[src/rtl/ysyx_24070016_mem_arbiter.sv]
// ---------------------------------------------------------------------------
// ysyx_24070016_mem_arbiter
//
// Shares one downstream memory port between the instruction-fetch requester
// (IF) and the load/store requester (LS). Only one transaction is in flight
// at a time. Each transaction moves through the issue, wait and response
// phases.
//
// Ports
//   clk, rst            system clock; synchronous active-high reset
//   if_req_*            IF request channel (valid/ready/addr)
//   if_resp_*           IF response channel (valid/ready/rdata/err)
//   ls_req_*            LS request channel (valid/ready/addr/wen/wdata/wmask)
//   ls_resp_*           LS response channel (valid/ready/rdata/err)
//   mem_req_*           downstream request (valid/ready/addr/wen/wdata/wmask)
//   mem_resp_*          downstream response (valid/rdata), one per request
//
// Parameters
//   ADDR_WIDTH, DATA_WIDTH  bus widths
//   TIMEOUT_CYCLES          WAIT cycles before a forced error response (>= 1)
//
// Optional build macro
//   YSYX_24070016_ARB_RR_EN  round-robin arbitration between IF and LS.
//                            When it is undefined, LS has fixed priority
//                            over IF.
//
// state  | meaning
// -------+--------------------------------------------------------------
// IDLE   | accept one request; requester ready is combinational
// ISSUE  | mem_req_valid high from latched registers until mem_req_ready
// WAIT   | wait for mem_resp_valid; count toward the timeout
// RESP   | granted requester sees resp_valid until its resp_ready
// ---------------------------------------------------------------------------
module ysyx_24070016_mem_arbiter #(
  parameter int ADDR_WIDTH     = 32,
  parameter int DATA_WIDTH     = 32,
  parameter int TIMEOUT_CYCLES = 255
) (
  input  logic                    clk,
  input  logic                    rst,

  input  logic                    if_req_valid,
  output logic                    if_req_ready,
  input  logic [ADDR_WIDTH-1:0]   if_req_addr,
  output logic                    if_resp_valid,
  input  logic                    if_resp_ready,
  output logic [DATA_WIDTH-1:0]   if_resp_rdata,
  output logic                    if_resp_err,

  input  logic                    ls_req_valid,
  output logic                    ls_req_ready,
  input  logic [ADDR_WIDTH-1:0]   ls_req_addr,
  input  logic                    ls_req_wen,
  input  logic [DATA_WIDTH-1:0]   ls_req_wdata,
  input  logic [DATA_WIDTH/8-1:0] ls_req_wmask,
  output logic                    ls_resp_valid,
  input  logic                    ls_resp_ready,
  output logic [DATA_WIDTH-1:0]   ls_resp_rdata,
  output logic                    ls_resp_err,

  output logic                    mem_req_valid,
  input  logic                    mem_req_ready,
  output logic [ADDR_WIDTH-1:0]   mem_req_addr,
  output logic                    mem_req_wen,
  output logic [DATA_WIDTH-1:0]   mem_req_wdata,
  output logic [DATA_WIDTH/8-1:0] mem_req_wmask,
  input  logic                    mem_resp_valid,
  input  logic [DATA_WIDTH-1:0]   mem_resp_rdata
);

  localparam logic [1:0] IDLE  = 2'd0;
  localparam logic [1:0] ISSUE = 2'd1;
  localparam logic [1:0] WAIT  = 2'd2;
  localparam logic [1:0] RESP  = 2'd3;

  localparam logic GRANT_IF = 1'b0;
  localparam logic GRANT_LS = 1'b1;

  // The counter only needs to reach TIMEOUT_CYCLES-1.
  localparam int CW = (TIMEOUT_CYCLES > 1) ? $clog2(TIMEOUT_CYCLES) : 1;
  localparam logic [CW-1:0] CNT_LAST = CW'(TIMEOUT_CYCLES - 1);

  logic [1:0]              state_q, state_d;
  logic                    grant_q, grant_d;
  logic [ADDR_WIDTH-1:0]   addr_q, addr_d;
  logic                    wen_q, wen_d;
  logic [DATA_WIDTH-1:0]   wdata_q, wdata_d;
  logic [DATA_WIDTH/8-1:0] wmask_q, wmask_d;
  logic [CW-1:0]           cnt_q, cnt_d;
  logic [DATA_WIDTH-1:0]   rdata_q, rdata_d;
  logic                    err_q, err_d;

  logic idle;
  logic ls_prio;
  logic sel_ls;
  logic if_hs;
  logic ls_hs;
  logic resp_if;
  logic resp_ls;

`ifdef YSYX_24070016_ARB_RR_EN
  logic last_q, last_d;
  // Reset value is IF, so LS wins the first tie after reset.
  assign ls_prio = (last_q == GRANT_IF);
`else
  assign ls_prio = 1'b1;
`endif

  assign idle   = (state_q == IDLE);
  assign sel_ls = ls_req_valid && (!if_req_valid || ls_prio);

  assign ls_req_ready = idle && sel_ls;
  assign if_req_ready = idle && if_req_valid && !sel_ls;
  assign ls_hs        = ls_req_ready;
  assign if_hs        = if_req_ready;

  assign resp_if = (state_q == RESP) && (grant_q == GRANT_IF);
  assign resp_ls = (state_q == RESP) && (grant_q == GRANT_LS);

  assign if_resp_valid = resp_if;
  assign ls_resp_valid = resp_ls;
  assign if_resp_rdata = rdata_q;
  assign ls_resp_rdata = rdata_q;
  // err_q is not cleared after a timeout, so qualify it with the grant.
  assign if_resp_err   = resp_if && err_q;
  assign ls_resp_err   = resp_ls && err_q;

  assign mem_req_valid = (state_q == ISSUE);
  assign mem_req_addr  = addr_q;
  assign mem_req_wen   = wen_q;
  assign mem_req_wdata = wdata_q;
  assign mem_req_wmask = wmask_q;

  always_comb begin
    state_d = state_q;
    grant_d = grant_q;
    addr_d  = addr_q;
    wen_d   = wen_q;
    wdata_d = wdata_q;
    wmask_d = wmask_q;
    cnt_d   = cnt_q;
    rdata_d = rdata_q;
    err_d   = err_q;
`ifdef YSYX_24070016_ARB_RR_EN
    last_d  = last_q;
`endif

    case (state_q)
      IDLE: begin
        if (ls_hs) begin
          addr_d  = ls_req_addr;
          wen_d   = ls_req_wen;
          wdata_d = ls_req_wdata;
          wmask_d = ls_req_wmask;
          grant_d = GRANT_LS;
          state_d = ISSUE;
`ifdef YSYX_24070016_ARB_RR_EN
          last_d  = GRANT_LS;
`endif
        end else if (if_hs) begin
          // Fetches are always reads.
          addr_d  = if_req_addr;
          wen_d   = 1'b0;
          wdata_d = '0;
          wmask_d = '0;
          grant_d = GRANT_IF;
          state_d = ISSUE;
`ifdef YSYX_24070016_ARB_RR_EN
          last_d  = GRANT_IF;
`endif
        end
      end
      ISSUE: begin
        if (mem_req_ready) begin
          cnt_d   = '0;
          state_d = WAIT;
        end
      end
      WAIT: begin
        if (mem_resp_valid) begin
          rdata_d = wen_q ? '0 : mem_resp_rdata;
          err_d   = 1'b0;
          state_d = RESP;
        end else if (cnt_q == CNT_LAST) begin
          rdata_d = '0;
          err_d   = 1'b1;
          state_d = RESP;
        end else begin
          cnt_d = cnt_q + 1'b1;
        end
      end
      RESP: begin
        if ((grant_q == GRANT_LS) ? ls_resp_ready : if_resp_ready) begin
          state_d = IDLE;
        end
      end
      default: state_d = IDLE;
    endcase
  end

  always_ff @(posedge clk) begin
    if (rst) begin
      state_q <= IDLE;
      grant_q <= GRANT_IF;
      addr_q  <= '0;
      wen_q   <= 1'b0;
      wdata_q <= '0;
      wmask_q <= '0;
      cnt_q   <= '0;
      rdata_q <= '0;
      err_q   <= 1'b0;
`ifdef YSYX_24070016_ARB_RR_EN
      last_q  <= GRANT_IF;
`endif
    end else begin
      state_q <= state_d;
      grant_q <= grant_d;
      addr_q  <= addr_d;
      wen_q   <= wen_d;
      wdata_q <= wdata_d;
      wmask_q <= wmask_d;
      cnt_q   <= cnt_d;
      rdata_q <= rdata_d;
      err_q   <= err_d;
`ifdef YSYX_24070016_ARB_RR_EN
      last_q  <= last_d;
`endif
    end
  end

endmodule

[config.mk]
export PLATFORM = sky130hd
export DESIGN_NAME = ysyx_24070016_mem_arbiter
export DESIGN_NICKNAME = d
export VERILOG_FILES = /design/src/rtl/ysyx_24070016_mem_arbiter.sv
export SDC_FILE = /design/constraint.sdc
export NUM_CORES = 1
export LEC_CHECK = 0
export ABC_AREA = 1
export ABC_CLOCK_PERIOD_IN_PS = 1950
export CAP_MARGIN = 25
export CORE_MARGIN = 3
export CORE_UTILIZATION = 39
export CTS_CLUSTER_SIZE = 24
export DETAILED_ROUTE_END_ITERATION = 16
export PLACE_DENSITY_LB_ADDON = 0.08
export RECOVER_POWER = 25
export SLEW_MARGIN = 30
export SYNTH_ARGS = -nofsm -noshare
export SYNTH_HDL_FRONTEND = slang
export SYNTH_SLANG_ARGS = --single-unit
[constraint.sdc]
create_clock -name clk -period 1.95 [get_ports clk]
set_input_delay 0.195 -clock clk [delete_from_list [all_inputs] [get_ports clk]]
set_output_delay 0.195 -clock clk [all_outputs]
set_load 0.05 [all_outputs]
Yosys cells after proc, flatten, opt, wreduce, memory -nomap -nowiden

Index checks and enable logic that the tools add are counted.

Register bits after elaboration: 113
Input port bits: 141
Output and inout bits: 140
Logic and storage cells: 63

Add/sub/neg operators: 1
Eq/ne operators: 10
Multiplexer cells: 26
Bitwise operators: 1
Reduce and logical (&&, ||, !) cells: 16

Operator list:

| cell                                                                    | count |
|---|---|
| 32-bit two-way mux                                                      | 7 |
| 8-bit two-way mux                                                       | 3 |
| 8-bit case mux with 2 select lines                                      | 1 |
| 2-bit two-way mux                                                       | 6 |
| 8-bit by 1-bit adder with 8-bit output, second input constant           | 1 |
| 8-bit == test, second input constant                                    | 1 |
| 4-bit two-way mux                                                       | 2 |
| 2-bit case mux with 4 select lines                                      | 1 |
| 4-bit AND reduction                                                     | 2 |
| 1-bit logical AND                                                       | 7 |
| 1-bit two-way mux                                                       | 6 |
| 3-bit inequality test, second input constant                            | 2 |
| 2-bit nonzero test                                                      | 3 |
| 2-bit == test, second input constant                                    | 2 |
| 2-bit by 1-bit inequality test with 1-bit output, second input constant | 2 |
| 2-bit inequality test, second input constant                            | 2 |
| 2-bit AND reduction                                                     | 2 |
| 2-bit by 1-bit == test with 1-bit output, second input constant         | 1 |
| 2-bit zero test                                                         | 1 |
| 1-bit zero test                                                         | 1 |
| 1-bit NOT                                                               | 1 |

Logic depth before layout (Yosys ltp)

Gate-level depths: netlist (run 1).

Depth in word-level cells: 6
Gate-level depth with buffers: 11
Gate-level depth less buffers: 10

Worst setup path after synthesis (run 1)

Ideal clock, no wire load.

Path kind: register -> output
From: register state_q[0]
To: output if_resp_err
Arrival time: 1.658 ns
Required time: 1.755 ns
Setup slack: 0.097 ns
Cell stages (with the launch flop): 4
Buffers on the path: 0
Cell sequence: dfxtp_1 -> ha_1 -> inv_1 -> nor3_1

Cells in the longest elaborated chain, start to end: 3

RTL lines:

| element                | line | source |
|---|---|---|
| start, declared        | 83   | `logic [1:0] state_q, state_d;` |
| start signal, assigned | 216  | `state_q <= state_d;` |
| 2-bit == test          | 117  | `assign resp_if = (state_q == RESP) && (grant_q == GRANT_IF);` |
| 1-bit logical AND      | 117  |  |
| 1-bit logical AND      | 125  | `assign if_resp_err = resp_if && err_q;` |
| end, declared          | 48   | `output logic if_resp_err,` |

No other way between the ends.

Worst setup path in the final report (run 1)

From: register wen_q, in the netlist mem_req_wen
To: output mem_req_wen

RTL lines:

| element                | line | source |
|---|---|---|
| start, declared        | 86   | `logic wen_q, wen_d;` |
| start signal, assigned | 219  | `wen_q <= wen_d;` |
| end, declared          | 64   | `output logic mem_req_wen,` |

No word-level cell between the ends.

==> summary.json, run 1 <==
{
  "status": "completed",
  "routabilityCongestion": 0.827,
  "drt_iter0_drc": 240,
  "post-layout-total-power_mw": 10.6,
  "ctsHtreeMaxLevel": 4,
  "relative_max_transition_margin": 0.621,
  "final_max_slew_viol_count": 0,
  "ys_seq_area_frac": 0.447,
  "share_of_total_power_in_the_clock_network": 0.303,
  "fin_worst_setup_slack_ns": 0.115,
  "ys_warn_count": 0,
  "die_height_um": 120,
  "syn_area_per_cell_sq_um": 7.39,
  "sw_frac_of_total": 0.398,
  "initial_core_utilization": 0.410,
  "antenna_found_initial": 0,
  "first_pass_grt_wire_length_um": 26800,
  "tritoncts_num_sinks": 113,
  "powerDensity_nw_per_um2": 1270,
  "register_area_sq_um": 2260,
  "io_buffer_count": 280,
  "cp_num_buf_inv": 1,
  "ir_drop_uv": 712,
  "routedWlPerCell_um": 15.8,
  "skew_ns": 0.00953,
  "final_antenna_net_count": 0,
  "die_area_sq_um": 14400,
  "post_route_cells_drive_above_1_share": 0.0834,
  "cts-buffers-inserted": 17,
  "floorplan.io_pins": 281,
  "cts.root.buffer_cell": "sky130_fd_sc_hd__clkbuf_16",
  "synth-compound-area-share": 0.144,
  "cp_max_fo": 3,
  "largest_net_degree_at_the_start_of_global_routing": 65,
  "path_delay_family": "buffers and inverters",
  "dp_slack_ns": 0.167,
  "dp_hpwl_um": 12700,
  "comb_power_share": 0.419,
  "timing.hold.worst.class": "primary input to flop",
  "seqPwrFrac": 0.278,
  "required_ns": 1.75,
  "synth.mux.area_fraction": 0,
  "yosys_register_bits": 113,
  "yosys.area_share.simple": 0.276,
  "clk_latency_ns": 0.41,
  "coreArea_sq_um": 12400,
  "drt-vias-per-instance": 4.88,
  "fin_setup_tns_ns": 0,
  "synth.net_count": 832,
  "synthesis.instances": 685,
  "num_vias": 5386,
  "most-common-layout-cells": "sky130_fd_sc_hd__clkdlybuf4s50_1 (272), sky130_fd_sc_hd__nand2_1 (176), sky130_fd_sc_hd__dfxtp_1 (113), sky130_fd_sc_hd__a21oi_1 (106), sky130_fd_sc_hd__nor2_1 (87)",
  "detail_route.drc_violations": 0,
  "internal_power_mw": 6.38,
  "tritonroute_pass_1_iters": 4,
  "crit_type": "flop to primary output",
  "synth_xor_xnor_area_share": 0,
  "grt_use_total": 0.236,
  "slew_worst_pin_ns": 0.567,
  "cts_max_path_buffers": 2,
  "yosys.area_share.adder": 0.0148,
  "worstPathArrival_ns": 1.64,
  "power.net_switching_mw": 4.22,
  "final.min_clock_period_ns": 1.83,
  "die_w_um": 120,
  "most_common_cell_after_layout_fill_and_taps_aside": "sky130_fd_sc_hd__clkdlybuf4s50_1",
  "numnets_final": 1069,
  "worstSetupStartpointType": "flop",
  "crit_path_cells": "clkdlybuf4s50_1",
  "total_of_max_cap_violations": 0,
  "filler_cell_count": 1061,
  "post_synth_instance_area_sq_um": 5060,
  "core.rowCount": 40,
  "multiInputGateArea_sq_um": 2200,
  "clk_pin_slew_worst_paths_ns": 0.05,
  "grt_overflow": 0,
  "synth.lib_cells_used.distinct": 32,
  "cts_hold_repair.buffers": 0,
  "unrepaired_setup_endpoints_after_global_routing": "yes",
  "crit_path_end_kind": "primary output",
  "critical_path.max_stage_delay_ns": 0.85,
  "fmaxAchievable_ghz": 0.545,
  "final-hold-violation-count": 0,
  "critical_path.slowest_cell": "sky130_fd_sc_hd__clkdlybuf4s50_1",
  "total_leakage_power_nw": 3.12,
  "post-route-period-util": 0.941,
  "layout-area-overhead-vs-synth_pct": 64.9,
  "synth_top_family_by_area": "simple AND/OR/NAND/NOR gates",
  "totalWireLength_um": 17500,
  "n_antenna_cell": 0,
  "cts_tree": "built",
  "vias_in_the_first_global_route": 5333,
  "final_setup_violating_endpoints": 0
}
[layer usage]
metal / vias up / wire, um / track usage
li1: 2657 / - / -
met1: 2483 / 6650 / 0.241
met2: 207 / 8760 / 0.418
met3: 39 / 1480 / 0.0938
met4: 0 / 568 / 0.112
met5: - / 0 / 0
[final cells by class]
type,instances,area share
Clock inverter,9,0.0154
Inverter,27,0.0124
Sequential cell,113,0.271
Clock buffer,23,0.0585
Tap cell,168,0.0252
Timing Repair Buffer,292,0.354
Multi-Input combinational cell,471,0.264
[cell usage after synthesis (all sizes together)]
cell / number / area [sq um]
buf: 59 / 424
nor2: 90 / 355
dfxtp: 113 / 2260
a21oi: 108 / 548
ha: 6 / 75.1
nand2: 183 / 722
inv: 26 / 97.6
o21ai: 34 / 174
clkbuf: 14 / 66.3
nor3: 1 / 5.00
nand4: 3 / 18.8
dlygate4sd1: 1 / 8.76
clkinv: 1 / 3.75
nand3b: 1 / 7.51
a31oi: 1 / 6.26
nand3: 44 / 288
[state kept, by name (all words and copies together) (netlist names)]
name and count:
mem_req_wdata 32, cnt_q 8, mem_req_addr 32, if_resp_rdata 32
mem_req_wen 1, mem_req_wmask 4, state_q 2, err_q 1
grant_q 1
[power by group through the flow]
stage	sequential, mW	combinational (mW)	clock [mW]
after detailed placement	2.98	4.42	0
final	2.95	4.44	3.21
after floorplan	4.09	1.84	0
after global routing	3.00	4.75	3.39
after global placement	2.96	4.35	0
after CTS	2.95	4.44	3.27
[through the flow]
step	area, sq um	hold slack [ns]	instances	utilization
2_1_floorplan	5060	0.338	685	-
3_3_place_gp	7710	0.448	1070	0.624
3_5_place_dp	7710	0.453	1070	0.624
4_1_cts	8330	0.236	1102	0.674
5_1_grt	8350	0.251	1103	0.675
6_report	8350	0.255	1103	0.675
[repair_timing]
action | 4_1_cts | 5_1_grt
buffers inserted | 0 | 0
endpoints found under the setup margin | 0 | 3
gates resized for setup | 0 | 2
[final timing paths]
| kind | depth (start not counted) | end | slack [ns] | from |
|---|---|---|---|---|
| hold reg to reg | 2 | mem_req_wdata[3] | 0.46 | mem_req_wdata[3] |
| hold / removal | 2 | mem_req_addr[26] | 0.26 | rst |
| setup / recovery | 1 | mem_req_wen | 0.12 | mem_req_wen |
| setup reg to reg | 7 | cnt_q[4] | 0.15 | state_q[0] |
[cell families after synthesis]
family	count (synthesis)
AND/OR/NAND/NOR	322
AO/OA/AOI/OAI	143
flip-flops	113
buffers and inverters	101
adder cells (fa/ha/maj)	6
(Power assumes the default switching activity.)
==> run 2, diff against run 1 <==
--- a/config.mk
+++ b/config.mk
@@ -8,12 +8,14 @@
 export ABC_AREA = 1
 export ABC_CLOCK_PERIOD_IN_PS = 1950
 export CAP_MARGIN = 25
-export CORE_MARGIN = 3
-export CORE_UTILIZATION = 39
+export CORE_MARGIN = 1
+export CORE_UTILIZATION = 40
+export CTS_BUF_LIST = sky130_fd_sc_hd__clkbuf_4 sky130_fd_sc_hd__clkbuf_8
 export CTS_CLUSTER_SIZE = 24
 export DETAILED_ROUTE_END_ITERATION = 16
 export PLACE_DENSITY_LB_ADDON = 0.08
 export RECOVER_POWER = 25
+export SKIP_CTS_REPAIR_TIMING = 1
 export SLEW_MARGIN = 30
 export SYNTH_ARGS = -nofsm -noshare
 export SYNTH_HDL_FRONTEND = slang
==> summary.json, run 2 (synthesized netlist as in run 1, its figures left out) <==
{
  "status": "completed",
  "floorplan.io_pins": {"value": 281, "change": "unchanged"},
  "fin_setup_tns": {"value": 0, "unit": "ns", "change": "unchanged"},
  "worstRegToRegCells": {"value": 7, "change": "unchanged"},
  "initial_core_utilization": {"value": 0.416, "change": "+0.00674"},
  "dpl-instance-area": {"value": 7750, "unit": "sq um", "change": "+0.52%"},
  "most-common-layout-cells": "sky130_fd_sc_hd__clkdlybuf4s50_1 (269), sky130_fd_sc_hd__nand2_1 (176), sky130_fd_sc_hd__dfxtp_1 (113), sky130_fd_sc_hd__a21oi_1 (106), sky130_fd_sc_hd__nor2_1 (86)",
  "relative_max_transition_margin": {"value": 0.522, "change": "-0.0992"},
  "grt_use_total": {"value": 0.249, "change": "+0.0137"},
  "die_height": {"value": 115, "unit": "um", "change": "-4.5%"},
  "vias_in_the_first_global_route": {"value": 5188, "change": "-2.7%"},
  "cts.root.buffer_cell": "sky130_fd_sc_hd__clkbuf_8",
  "crit-reg2reg-launch": "state_q[0]",
  "slew_worst_pin": {"value": 0.721, "unit": "ns", "change": "+0.154 ns"},
  "final_max_slew_viol_count": {"value": 0, "change": "unchanged"},
  "post-route-period-util": {"value": 0.945, "change": "+0.00429"},
  "rrSetupSlack": {"value": 0.18, "unit": "ns", "change": "+0.03 ns"},
  "grt.met1_usage": {"value": 0.261, "change": "+0.0205"},
  "fin_worst_setup_slack": {"value": 0.107, "unit": "ns", "change": "-0.00837 ns"},
  "ctsHtreeMaxLevel": {"value": 4, "change": "unchanged"},
  "cts-buffers-inserted": {"value": 17, "change": "unchanged"},
  "totalWireLength": {"value": 16300, "unit": "um", "change": "-6.4%"},
  "crit_path_end": "ls_resp_rdata[23]",
  "post_route_cells_drive_above_1_share": {"value": 0.0888, "change": "+0.00535"},
  "total_of_max_cap_violations": {"value": 0, "change": "unchanged"},
  "n_antenna_cell": {"value": 0, "change": "unchanged"},
  "powerDensity": {"value": 1160, "unit": "nW/um^2", "change": "-8.4%"},
  "hold_slack_final": {"value": 0.169, "unit": "ns", "change": "-0.0866 ns"},
  "grt_overflow": {"value": 0, "change": "unchanged"},
  "post-layout-total-power": {"value": 9.48, "unit": "mW", "change": "-11%"},
  "num_vias": {"value": 5382, "change": "-0.074%"},
  "post-route-cell-area": {"value": 8150, "unit": "sq um", "change": "-2.4%"},
  "dp_hpwl": {"value": 12000, "unit": "um", "change": "-5.5%"},
  "met2_usage": {"value": 0.431, "change": "+0.0124"},
  "io_buffer_count": {"value": 280, "change": "unchanged"},
  "drt-vias-per-instance": {"value": 4.88, "change": "about the same"},
  "worstPathArrival": {"value": 1.65, "unit": "ns", "change": "about the same"},
  "critical_path.slowest_cell": "sky130_fd_sc_hd__clkdlybuf4s50_1",
  "critical_path.max_stage_delay": {"value": 0.83, "unit": "ns", "change": "-0.02 ns"},
  "timing.hold.worst.class": "primary input to flop",
  "cp_max_fo": {"value": 3, "change": "unchanged"},
  "total_leakage_power": {"value": 3.04, "unit": "nW", "change": "-2.4%"},
  "final_setup_violating_endpoints": {"value": 0, "change": "unchanged"},
  "clk_pin_slew_worst_paths": {"value": 0.06, "unit": "ns", "change": "about the same"},
  "holdPathStages": {"value": 2, "change": "unchanged"},
  "final_antenna_net_count": {"value": 0, "change": "unchanged"},
  "largest_net_degree_at_the_start_of_global_routing": {"value": 54, "change": "-17%"},
  "layout-area-overhead-vs-synth_pct": 61.0,
  "required": {"value": 1.75, "unit": "ns", "change": "about the same"},
  "critical_path_cell_count": {"value": 1, "change": "unchanged"},
  "final_core_utilization": {"value": 0.670, "change": "-0.00504"},
  "met3_usage": {"value": 0.102, "change": "+0.00839"},
  "drt_iter0_drc": {"value": 249, "change": "+3.8%"},
  "crit_start": "if_resp_rdata[23]",
  "die_area": {"value": 13100, "unit": "sq um", "change": "-8.9%"},
  "crit_type": "flop to primary output",
  "final-hold-violation-count": {"value": 0, "change": "unchanged"},
  "most_common_cell_after_layout_fill_and_taps_aside": "sky130_fd_sc_hd__clkdlybuf4s50_1",
  "fmaxAchievable": {"value": 0.543, "unit": "GHz", "change": "-0.45%"},
  "placed_cells": {"value": 1071, "change": "+0.093%"},
  "unrepaired_setup_endpoints_after_global_routing": "no",
  "ir_drop": {"value": 732, "unit": "uV", "change": "+2.9%"},
  "worstSetupStartpointType": "flop",
  "numnets_final": {"value": 1070, "change": "+0.094%"},
  "cp_num_buf_inv": {"value": 1, "change": "unchanged"},
  "finish.cell_count_without_fillers": {"value": 1103, "change": "unchanged"},
  "grt_busiest_layer": "met2",
  "dp_slack": {"value": 0.0754, "unit": "ns", "change": "-0.0915 ns"},
  "coreArea": {"value": 12200, "unit": "sq um", "change": "-1.6%"},
  "cts_max_path_buffers": {"value": 2, "change": "unchanged"},
  "final.min_clock_period": {"value": 1.84, "unit": "ns", "change": "+0.00837 ns"},
  "tritoncts_num_sinks": {"value": 113, "change": "unchanged"},
  "tritonroute_pass_1_iters": {"value": 5, "change": "+1"},
  "crit_path_cells": "clkdlybuf4s50_1",
  "critical_path.reg2reg.endpoint": "cnt_q[0]",
  "skew": {"value": 0.0116, "unit": "ns", "change": "+0.00205 ns"},
  "core.rowCount": {"value": 40, "change": "unchanged"},
  "first_pass_grt_wire_length": {"value": 25200, "unit": "um", "change": "-6.0%"},
  "routedWlPerCell": {"value": 14.8, "unit": "um", "change": "-6.4%"},
  "detail_route.drc_violations": {"value": 0, "change": "unchanged"},
  "clk_latency": {"value": 0.45, "unit": "ns", "change": "+0.04 ns"},
  "antenna_found_initial": {"value": 0, "change": "unchanged"},
  "path_delay_family": "buffers and inverters",
  "crit_path_end_kind": "primary output",
  "cts_tree": "built",
  "routabilityCongestion": {"value": 0.849, "change": "+2.8%"},
  "die_w": {"value": 115, "unit": "um", "change": "-4.5%"}
}
run 2: power by group:
| part | switching, mW | internal [mW] |
|---|---|---|
| sequential | 0.238 | 2.70 |
| combinational | 2.91 | 1.59 |
| clock | 0.919 | 1.12 |
run 2: area by class of cell:
type	count	area [sq um]
clock buffer	24	299
tap	168	210
sequential	113	2260
inverter	27	104
multi-input combinational	471	2220
timing repair buffer	293	2990
clock inverter	7	60.1
fill	1077	4010
run 2: worst min path at each step:
stage / slack (ns) / startpoint / end
detailed placement: 0.45 / mem_req_wdata[3] / mem_req_wdata[3]
floorplan: 0.34 / mem_resp_rdata[1] / if_resp_rdata[1]
CTS: 0.15 / rst / mem_req_addr[18]
finish: 0.17 / rst / mem_req_addr[9]
global route: 0.17 / rst / if_resp_rdata[9]
global placement: 0.45 / mem_req_wdata[27] / mem_req_wdata[27]
run 2: per-layer routing:
metal / up-vias / part of all wire
met5: - / 0
met4: 0 / 0.026
met3: 31 / 0.091
met2: 211 / 0.50
met1: 2487 / 0.38
li1: 2653 / -
==> run 3, diff against run 2 <==
--- a/config.mk
+++ b/config.mk
@@ -9,10 +9,11 @@
 export ABC_CLOCK_PERIOD_IN_PS = 1950
 export CAP_MARGIN = 25
 export CORE_MARGIN = 1
-export CORE_UTILIZATION = 40
+export CORE_UTILIZATION = 35
 export CTS_BUF_LIST = sky130_fd_sc_hd__clkbuf_4 sky130_fd_sc_hd__clkbuf_8
 export CTS_CLUSTER_SIZE = 24
 export DETAILED_ROUTE_END_ITERATION = 16
+export DONT_BUFFER_PORTS = 1
 export PLACE_DENSITY_LB_ADDON = 0.08
 export RECOVER_POWER = 25
 export SKIP_CTS_REPAIR_TIMING = 1
==> summary.json, run 3 (synthesized netlist as in run 1, its figures left out) <==
{
  "crit-reg2reg-launch": "state_q[0]",
  "layout-area-overhead-vs-synth_pct": 11.4,
  "worstPathArrival": {"value": 1.63, "unit": "ns", "change": "-0.02 ns"},
  "rrSetupSlack": {"value": 0.26, "unit": "ns", "change": "+0.08 ns"},
  "fin_setup_tns": {"value": 0, "unit": "ns", "change": "unchanged"},
  "num_vias": {"value": 4350, "change": "-19%"},
  "total_leakage_power": {"value": 2.17, "unit": "nW", "change": "-29%"},
  "timing.hold.worst.class": "primary input to flop",
  "grt_use_total": {"value": 0.186, "change": "-0.0630"},
  "largest_net_degree_at_the_start_of_global_routing": {"value": 106, "change": "+96%"},
  "powerDensity": {"value": 1540, "unit": "nW/um^2", "change": "+32%"},
  "crit_path_end_kind": "primary output",
  "share_of_total_power_in_the_clock_network": {"value": 0.247, "change": "+0.032"},
  "cts-buffers-inserted": {"value": 17, "change": "unchanged"},
  "required": {"value": 1.75, "unit": "ns", "change": "about the same"},
  "internal_power": {"value": 4.68, "unit": "mW", "change": "-14%"},
  "post-layout-total-power": {"value": 8.67, "unit": "mW", "change": "-8.6%"},
  "dp_slack": {"value": 0.232, "unit": "ns", "change": "+0.157 ns"},
  "slew_worst_pin": {"value": 0.679, "unit": "ns", "change": "-0.0421 ns"},
  "routedWlPerCell": {"value": 16.3, "unit": "um", "change": "+10%"},
  "drt-vias-per-instance": {"value": 4.95, "change": "+1.4%"},
  "cts.root.buffer_cell": "sky130_fd_sc_hd__clkbuf_8",
  "clk_pin_slew_worst_paths": {"value": 0.07, "unit": "ns", "change": "about the same"},
  "initial_core_utilization": {"value": 0.362, "change": "-0.0544"},
  "n_antenna_cell": {"value": 0, "change": "unchanged"},
  "detail_route.drc_violations": {"value": 0, "change": "unchanged"},
  "antenna_found_initial": {"value": 0, "change": "unchanged"},
  "core.rowCount": {"value": 43, "change": "+7.5%"},
  "final_antenna_net_count": {"value": 0, "change": "unchanged"},
  "cp_max_fo": {"value": 16, "change": "+13"},
  "tritonroute_pass_1_iters": {"value": 4, "change": "-1"},
  "totalWireLength": {"value": 14300, "unit": "um", "change": "-12%"},
  "final-hold-violation-count": {"value": 104, "change": "+104"},
  "io_buffer_count": {"value": 0, "change": "-100%"},
  "crit_type": "flop to primary output",
  "worstRegToRegCells": {"value": 7, "change": "unchanged"},
  "most_common_cell_after_layout_fill_and_taps_aside": "sky130_fd_sc_hd__nand2_1",
  "cts_tree": "built",
  "die_w": {"value": 122, "unit": "um", "change": "+6.8%"},
  "final.min_clock_period": {"value": 1.82, "unit": "ns", "change": "-0.0231 ns"},
  "status": "finished, violations left",
  "worstHoldEndpoint": "mem_req_addr[6]",
  "fin_worst_setup_slack": {"value": 0.130, "unit": "ns", "change": "+0.0231 ns"},
  "relative_max_transition_margin": {"value": 0.548, "change": "+0.0260"},
  "post-route-period-util": {"value": 0.933, "change": "-0.0119"},
  "holdPathStages": {"value": 1, "change": "-1"},
  "final_max_slew_viol_count": {"value": 0, "change": "unchanged"},
  "dp_hpwl": {"value": 9870, "unit": "um", "change": "-18%"},
  "finish.cell_count_without_fillers": {"value": 879, "change": "-20%"},
  "violations": "hold timing",
  "ctsHtreeMaxLevel": {"value": 4, "change": "unchanged"},
  "skew": {"value": 0.00796, "unit": "ns", "change": "-0.00362 ns"},
  "final_setup_violating_endpoints": {"value": 0, "change": "unchanged"},
  "worstSetupStartpointType": "flop",
  "first_pass_grt_wire_length": {"value": 21100, "unit": "um", "change": "-16%"},
  "min-delay-start": "rst",
  "cts_max_path_buffers": {"value": 2, "change": "unchanged"},
  "fmaxAchievable": {"value": 0.549, "unit": "GHz", "change": "+1.3%"},
  "sw_frac_of_total": {"value": 0.460, "change": "+0.0309"},
  "placed_cells": {"value": 843, "change": "-21%"},
  "ir_drop": {"value": 637, "unit": "uV", "change": "-13%"},
  "tritoncts_num_sinks": {"value": 113, "change": "unchanged"},
  "hold_slack_final": {"value": -0.182, "unit": "ns", "change": "-0.351 ns"},
  "filler_cell_count": {"value": 1474, "change": "+37%"},
  "grt_overflow": {"value": 0, "change": "unchanged"},
  "vias_in_the_first_global_route": {"value": 4128, "change": "-20%"},
  "routabilityCongestion": {"value": 0.793, "change": "-6.7%"},
  "coreArea": {"value": 14000, "unit": "sq um", "change": "+15%"},
  "seqPwrFrac": {"value": 0.463, "change": "+0.153"},
  "power.net_switching": {"value": 3.99, "unit": "mW", "change": "-2.0%"},
  "most-common-layout-cells": "sky130_fd_sc_hd__nand2_1 (175), sky130_fd_sc_hd__dfxtp_1 (113), sky130_fd_sc_hd__a21oi_1 (106), sky130_fd_sc_hd__nor2_1 (86), sky130_fd_sc_hd__nand3_1 (32)",
  "clk_latency": {"value": 0.44, "unit": "ns", "change": "about the same"},
  "critical_path.reg2reg.endpoint": "cnt_q[3]",
  "post-route-cell-area": {"value": 5640, "unit": "sq um", "change": "-31%"},
  "floorplan.io_pins": {"value": 281, "change": "unchanged"},
  "drt_iter0_drc": {"value": 160, "change": "-36%"},
  "post_route_cells_drive_above_1_share": {"value": 0.166, "change": "+0.0772"},
  "die_height": {"value": 122, "unit": "um", "change": "+6.8%"},
  "comb_power_share": {"value": 0.289, "change": "-0.186"},
  "dpl-instance-area": {"value": 5250, "unit": "sq um", "change": "-32%"},
  "die_area": {"value": 14900, "unit": "sq um", "change": "+14%"},
  "total_of_max_cap_violations": {"value": 0, "change": "unchanged"},
  "numnets_final": {"value": 833, "change": "-22%"},
  "unrepaired_setup_endpoints_after_global_routing": "no"
}
## run 3: metal layers
metal / up-vias / global-route usage / routed length (um)
li1: 2174 / - / -
met1: 1967 / 0.201 / 5700
met2: 184 / 0.307 / 6920
met3: 25 / 0.0888 / 1390
met4: 0 / 0.0869 / 302
met5: - / 0 / 0
## run 3: cell type report
class	count	area [sq um]	share of cell area
Inverter	27	104	0.0184
Timing Repair Buffer	56	445	0.0790
Tap cell	180	225	0.0399
Clock inverter	14	141	0.0251
Multi-Input combinational cell	471	2220	0.394
Sequential cell	113	2260	0.401
Clock buffer	18	241	0.0428
## run 3: how the worst max path moves through the flow
stage / cells after the start / to / from / slack (ns)
finish: 6 / ls_req_ready / state_q[1] / 0.13
global route: 6 / ls_req_ready / state_q[0] / 0.008
CTS: 6 / ls_req_ready / state_q[1] / -0.03
detailed placement: 9 / mem_req_addr[12] / state_q[1] / 0.23
global placement: 7 / cnt_q[3] / state_q[0] / 0.31
floorplan: 3 / if_resp_err / state_q[0] / 0.1
## run 3: worst max-delay path, stage by stage (launching register included)
cell and delay (ns):
sky130_fd_sc_hd__dfxtp_1 0.39, sky130_fd_sc_hd__inv_1 0.10, sky130_fd_sc_hd__ha_4 0.18, sky130_fd_sc_hd__nand2_2 0.12, sky130_fd_sc_hd__inv_4 0.07, sky130_fd_sc_hd__buf_12 0.15, sky130_fd_sc_hd__buf_6 0.15
## run 3: power by group through the flow
stage	sequential (mW)	combinational [mW]	clock [mW]
3_3_place_gp	4.07	2.40	0
4_1_cts	4.02	2.47	2.22
5_1_grt	4.06	2.81	2.31
3_5_place_dp	4.07	2.47	0
6_report	4.02	2.51	2.15
2_1_floorplan	4.09	1.84	0
## run 3: through the flow
| step | hold slack [ns] | util |
|---|---|---|
| after floorplan | 0.338 | - |
| after global placement | 0.275 | 0.375 |
| after detailed placement | 0.278 | 0.375 |
| after CTS | -0.217 | 0.402 |
| after global routing | -0.210 | 0.403 |
| final | -0.182 | 0.403 |
